--- config.mk ---
export PLATFORM = sky130hd
export DESIGN_NAME = udc_bus_sequencer
export DESIGN_NICKNAME = d
export VERILOG_FILES = /design/src/rtl/udc_bus_sequencer.sv
export SDC_FILE = /design/constraint.sdc
export NUM_CORES = 1
export LEC_CHECK = 0
export ABC_AREA = 1
export CAP_MARGIN = 20
export CORE_MARGIN = 3
export CORE_UTILIZATION = 30
export CTS_BUF_LIST = sky130_fd_sc_hd__clkbuf_8
export DETAILED_ROUTE_END_ITERATION = 6
export PLACE_DENSITY_LB_ADDON = 0.2
export SLEW_MARGIN = 20
export SYNTH_ARGS = -nofsm -noshare
export SYNTH_HDL_FRONTEND = slang
export SYNTH_SLANG_ARGS = --single-unit
--- constraint.sdc ---
create_clock -name clk -period 2 [get_ports clk]
set_input_delay 0.4 -clock clk [delete_from_list [all_inputs] [get_ports clk]]
set_output_delay 0.4 -clock clk [all_outputs]
set_load 0.02 [all_outputs]
--- src/rtl/udc_bus_sequencer.sv ---
// Bus master that turns single-cycle host commands into timed UDC register bus cycles.
// Optional sticky error gating is enabled by defining UDC_SEQ_STICKY_ERR_EN.
module udc_bus_sequencer #(
  parameter int unsigned DATA_W     = 8,
  parameter int unsigned COUT_W     = 8,
  parameter int unsigned SETUP_CYC  = 1,
  parameter int unsigned STROBE_CYC = 2,
  parameter int unsigned HOLD_CYC   = 1,
  parameter int unsigned START_CYC  = 1
) (
  input  logic              clk,
  input  logic              reset,
  input  logic              cmd_valid,
  output logic              cmd_ready,
  input  logic [1:0]        cmd_op,
  input  logic [1:0]        cmd_addr,
  input  logic [DATA_W-1:0] cmd_wdata,
  output logic              rsp_valid,
  output logic [COUT_W-1:0] rsp_rdata,
  output logic              rsp_err,
  output logic              rsp_dir,
  output logic              busy,
  output logic [DATA_W-1:0] udc_din,
  output logic              udc_ncs,
  output logic              udc_nrd,
  output logic              udc_nwr,
  output logic              udc_a0,
  output logic              udc_a1,
  output logic              udc_start,
  input  logic [COUT_W-1:0] udc_cout,
  input  logic              udc_err,
  input  logic              udc_dir,
  input  logic              udc_ec
`ifdef UDC_SEQ_STICKY_ERR_EN
  ,
  output logic              sticky_err
`endif
);

  localparam logic [1:0] OpWrite = 2'b00;
  localparam logic [1:0] OpRead  = 2'b01;
  localparam logic [1:0] OpStart = 2'b10;

  // Phase counter counts down from (length - 1) so the last cycle of a phase is cnt_q == 0.
  localparam logic [3:0] SetupLd  = 4'(SETUP_CYC - 1);
  localparam logic [3:0] StrobeLd = 4'(STROBE_CYC - 1);
  localparam logic [3:0] HoldLd   = 4'(HOLD_CYC - 1);
  localparam logic [3:0] StartLd  = 4'(START_CYC - 1);

  typedef enum logic [2:0] {StIdle, StSetup, StStrobe, StHold, StStartP, StResp} state_e;

  state_e              state_q;
  logic [3:0]          cnt_q;
  logic [1:0]          op_q;
  logic [COUT_W-1:0]   cap_rdata_q;
  logic                cap_err_q;
  logic                cap_dir_q;
  logic                skip_cmd;
  logic                sticky_q;
  logic                unused_ec;

  assign unused_ec = udc_ec;

`ifdef UDC_SEQ_STICKY_ERR_EN
  assign skip_cmd   = sticky_q && ((cmd_op == OpWrite) || (cmd_op == OpStart));
  assign sticky_err = sticky_q;
`else
  assign skip_cmd   = 1'b0;
`endif

  always_ff @(posedge clk or negedge reset) begin
    if (!reset) begin
      state_q     <= StIdle;
      cnt_q       <= '0;
      op_q        <= '0;
      cap_rdata_q <= '0;
      cap_err_q   <= 1'b0;
      cap_dir_q   <= 1'b0;
      sticky_q    <= 1'b0;
      cmd_ready   <= 1'b0;
      busy        <= 1'b0;
      rsp_valid   <= 1'b0;
      rsp_rdata   <= '0;
      rsp_err     <= 1'b0;
      rsp_dir     <= 1'b0;
      udc_din     <= '0;
      udc_ncs     <= 1'b1;
      udc_nrd     <= 1'b1;
      udc_nwr     <= 1'b1;
      udc_a0      <= 1'b0;
      udc_a1      <= 1'b0;
      udc_start   <= 1'b0;
    end else begin
      rsp_valid <= 1'b0;
      unique case (state_q)
        StIdle: begin
          cmd_ready <= 1'b1;
          busy      <= 1'b0;
          if (cmd_valid && cmd_ready) begin
            cmd_ready <= 1'b0;
            busy      <= 1'b1;
            op_q      <= cmd_op;
            if (skip_cmd) begin
              // Gated write/start: no bus activity, immediate error response.
              state_q   <= StResp;
              rsp_valid <= 1'b1;
              rsp_rdata <= '0;
              rsp_err   <= 1'b1;
              rsp_dir   <= udc_dir;
            end else begin
              unique case (cmd_op)
                OpWrite, OpRead: begin
                  state_q <= StSetup;
                  cnt_q   <= SetupLd;
                  udc_ncs <= 1'b0;
                  udc_a1  <= cmd_addr[1];
                  udc_a0  <= cmd_addr[0];
                  udc_din <= (cmd_op == OpWrite) ? cmd_wdata : '0;
                end
                OpStart: begin
                  state_q   <= StStartP;
                  cnt_q     <= StartLd;
                  udc_start <= 1'b1;
                end
                default: begin
                  state_q   <= StResp;
                  rsp_valid <= 1'b1;
                  rsp_rdata <= '0;
                  rsp_err   <= 1'b0;
                  rsp_dir   <= udc_dir;
                  if (cmd_wdata[0]) sticky_q <= 1'b0;
                end
              endcase
            end
          end
        end
        StSetup: begin
          if (cnt_q == 4'd0) begin
            state_q <= StStrobe;
            cnt_q   <= StrobeLd;
            if (op_q == OpWrite) udc_nwr <= 1'b0;
            else                 udc_nrd <= 1'b0;
          end else begin
            cnt_q <= cnt_q - 4'd1;
          end
        end
        StStrobe: begin
          if (cnt_q == 4'd0) begin
            state_q     <= StHold;
            cnt_q       <= HoldLd;
            udc_nwr     <= 1'b1;
            udc_nrd     <= 1'b1;
            cap_rdata_q <= (op_q == OpRead) ? udc_cout : '0;
            cap_err_q   <= udc_err;
            cap_dir_q   <= udc_dir;
          end else begin
            cnt_q <= cnt_q - 4'd1;
          end
        end
        StHold: begin
          if (cnt_q == 4'd0) begin
            state_q   <= StResp;
            udc_ncs   <= 1'b1;
            udc_din   <= '0;
            udc_a0    <= 1'b0;
            udc_a1    <= 1'b0;
            rsp_valid <= 1'b1;
            rsp_rdata <= cap_rdata_q;
            rsp_err   <= cap_err_q;
            rsp_dir   <= cap_dir_q;
            if (cap_err_q) sticky_q <= 1'b1;
          end else begin
            cnt_q <= cnt_q - 4'd1;
          end
        end
        StStartP: begin
          if (cnt_q == 4'd0) begin
            state_q   <= StResp;
            udc_start <= 1'b0;
            rsp_valid <= 1'b1;
            rsp_rdata <= '0;
            rsp_err   <= udc_err;
            rsp_dir   <= udc_dir;
            if (udc_err) sticky_q <= 1'b1;
          end else begin
            cnt_q <= cnt_q - 4'd1;
          end
        end
        StResp: begin
          state_q   <= StIdle;
          busy      <= 1'b0;
          cmd_ready <= 1'b1;
        end
        default: state_q <= StIdle;
      endcase
    end
  end

endmodule
==> key figures <==
Run status
  – Status: finished clean

Setup path
  – WP buf/inv: 1
  – RR Endpoint: rsp_rdata[7]$_DFFE_PN0P_
  – CP required: 1.60 ns
  – CP cell instances: clkdlybuf4s50_1
  – Crit path kind: register to output pin
  – Reg-to-reg startpoint: cnt_q[1]$_DFFE_PN0P_
  – Register-to-register setup slack: 0.26 ns
  – Slowest CP cell: clkdlybuf4s50_1
  – Crit end category: output pin
  – Worst R2R Path Depth: 8
  – Delay-heaviest family, CP: buffers and inverters
  – Setup crit start kind: register
  – Worst Path Max Fanout: 2
  – Crit path DAT: 1.44 ns
  – Largest incremental delay on the critical path: 0.60 ns

Timing
  – Count of final hold-check violations: 0
  – Slew margin rel.: 64.39%
  – Slew Viols, Final: 0
  – Max Clock Skew: 0.005900 ns
  – RSZ-0062 raised after global routing: no
  – Final worst setup slack: 0.1598 ns
  – Peak Freq: 543.4 MHz
  – Endpoints failing setup: 0
  – Slew @ Worst Pin: 0.5321 ns
  – Final Critical Period: 1.840 ns
  – Setup tns final: 0 ns
  – Fin crit share: 92.01%

Synthesis
  – Mux contribution to synthesized area: 0%
  – Synth cell types: 22
  – Yosys reg bits: 46
  – Synthesized instance count: 279
  – Largest family of logic cells by synthesized area: simple AND/OR/NAND/NOR gates
  – XOR/XNOR share of the synthesized area: 0.3959%
  – Synth Area in Adders: 1.131%
  – Register area share after synthesis: 52.21%
  – Syn nets: 307
  – Simple-Gate Fraction of Synth Area: 36.09%
  – Count of synthesis-stage warnings from yosys: 0
  – Syn_area_per_cell: 7.929 um2
  – Complex-gate fraction of the synthesized area: 4.016%
  – Post-Syn Area: 2212 um2

Die
  – Initial core utilization: 31.68%
  – Row count: 30
  – Die width: 91.87 um
  – Num ports: 53
  – Die area: 8440 um2
  – Core area: 6982 um2
  – Vert. Die Dim: 91.87 um

Routing
  – Iter 0 DRT Violations: 97
  – Via Count: 1992
  – Drt drc: 0
  – Via-per-instance ratio: 4.548
  – Total routed wirelength: 5236 um
  – ANT nets after route: 0
  – Routed met1 length: 2479 um
  – Met2 WL: 2399 um
  – Post-DR wirelength/cell: 11.95 um
  – Uppermost layer routed: met4
  – WL met3: 293 um
  – Drt pass-1 iters: 4

Placed design
  – Port-buffer cells: 51
  – Placed Cells: 430
  – GP Congestion: 0.8518
  – Dpl hpwl: 3908 um
  – Dpl ws: 0.1619 ns

Global routing
  – GR Overflow Total: 0
  – Gr usage total: 13.31%
  – Vias in the first global route: 1949
  – Largest net degree at the start of global routing: 47
  – Initial antenna violation count: 0
  – First-pass GRT wire length: 9197 um

Clock network
  – CTS hold repair buffers: 0
  – CTS Sinks: 46
  – Post-CTS Setup Bufs: 0
  – Worst skew pair latency: 0.30 ns
  – CTS resizes: 0
  – Maximum root-to-sink buffer count: 2
  – Clk root buf: clkbuf_8
  – CTS tree: yes
  – Total CTS buffers: 5
  – H-Tree Level Count: 2
  – Reg clk slew, reported paths: 0.08 ns

Hold path
  – Hold Path Class: primary input to asynchronous set/reset pin

Finish
  – Area grow syn2layout: 34.56%
  – Core Util, Final: 42.63%
  – Final std cells w/o fill: 438
  – Diode count: 0
  – Fill count: 746
  – Nets: 369
  – Share of post-route cells with drive strength above 1: 10.53%

Pwr
  – Worst vdd ir: 500.5 uV
  – PwrDens: 1520 nW/um2
  – Leak Pwr: 1.531 nW

Flow run
  – MaxCap Viol Count: 0
==> cells in the mapped netlist <==
master   number  area share (%)
a21oi_1       5             1.1
a21oi_2       1            0.40
buf_2         4            0.91
buf_4         1            0.34
buf_6         1            0.51
dfrtp_1      43              49
dfstp_2       3             3.6
ha_1          2             1.1
inv_1        22             3.7
inv_2         4            0.68
nand2_1     112              19
nand2_2       3            0.85
nand3_1      45              10
nand3_2       1            0.45
nand4_1       6             1.7
nor2_1        8             1.4
nor2_2        2            0.57
nor2_4        2             1.0
nor3_1        1            0.23
nor3_4        1            0.74
o21ai_0      11             2.5
xor2_1        1            0.40
==> area by class of cell <==
type | instances | area, um2 | share of cell area, %
clock buffer | 5 | 68.82 | 2.312
tap | 96 | 120.1 | 4.035
inverter | 26 | 97.59 | 3.279
multi-input combinational | 201 | 920.9 | 30.94
sequential | 46 | 1155 | 38.80
timing repair buffer | 61 | 593.1 | 19.92
clock inverter | 3 | 21.27 | 0.7146
==> stage by stage <==
step / instance area [um2] / hold WS, ns / power, mW
2_1_floorplan: 2212 / 0.1044 / 3.076
3_3_place_gp: 2887 / 0.4069 / 3.968
3_5_place_dp: 2887 / 0.4099 / 3.998
4_1_cts: 2977 / 0.07895 / 4.598
5_1_grt: 2977 / 0.09110 / 4.969
6_report: 2977 / 0.07711 / 4.525
==> logic make-up after synthesis <==
kind of cell             after synthesis
flip-flops                            46
AND/OR/NAND/NOR                      181
AO/OA/AOI/OAI                         17
adder cells (fa/ha/maj)                2
buffers and inverters                 32
XOR/XNOR                               1
==> placed cells by master, fill, tap and decap left out, drive strengths merged <==
master           n
nand2          115
clkdlybuf4s50   50
nand3           46
dfrtp           43
inv             26
nor2            12
o21ai           11
buf             11
nand4            6
a21oi            6
clkbuf           5
dfstp            3
ha               2
nor3             2
clkinv           2
xor2             1
clkinvlp         1
==> power by group <==
part | internal, mW | total (mW) | switching, mW
clock network | 0.246 | 0.573 | 0.327
registers | 1.35 | 1.60 | 0.248
logic | 0.955 | 2.35 | 1.40
==> layer usage <==
layer / vias to the layer above / global-route usage [%]
met4: 0 / 3.713
met3: 5 / 2.953
met2: 54 / 21.65
met5: - / 0
met1: 915 / 17.84
li1: 1018 / -
==> state kept, by name (all words and copies together) (netlist names), 2 cells and up <==
name / count
cap_rdata_q: 8
rsp_rdata: 8
udc_din: 8
state_q: 3
op_q: 2
cnt_q: 4
==> how the worst max path moves through the flow <==
stage,start,to,slack [ns],cells past startpoint
after floorplan,cnt_q[0]$_DFFE_PN0P_,cap_rdata_q[0]$_DFFE_PN0P_,0.48,8
after global placement,cmd_valid,cnt_q[3]$_DFFE_PN0P_,0.19,7
after detailed placement,cmd_valid,rsp_rdata[7]$_DFFE_PN0P_,0.16,7
after CTS,udc_nwr$_DFFE_PN1P_,udc_nwr,0.14,1
after global routing,cnt_q[1]$_DFFE_PN0P_,rsp_rdata[1]$_DFFE_PN0P_,0.05,8
final,udc_nwr$_DFFE_PN1P_,udc_nwr,0.16,1
Note: power is estimated with default switching activity, not from simulation.
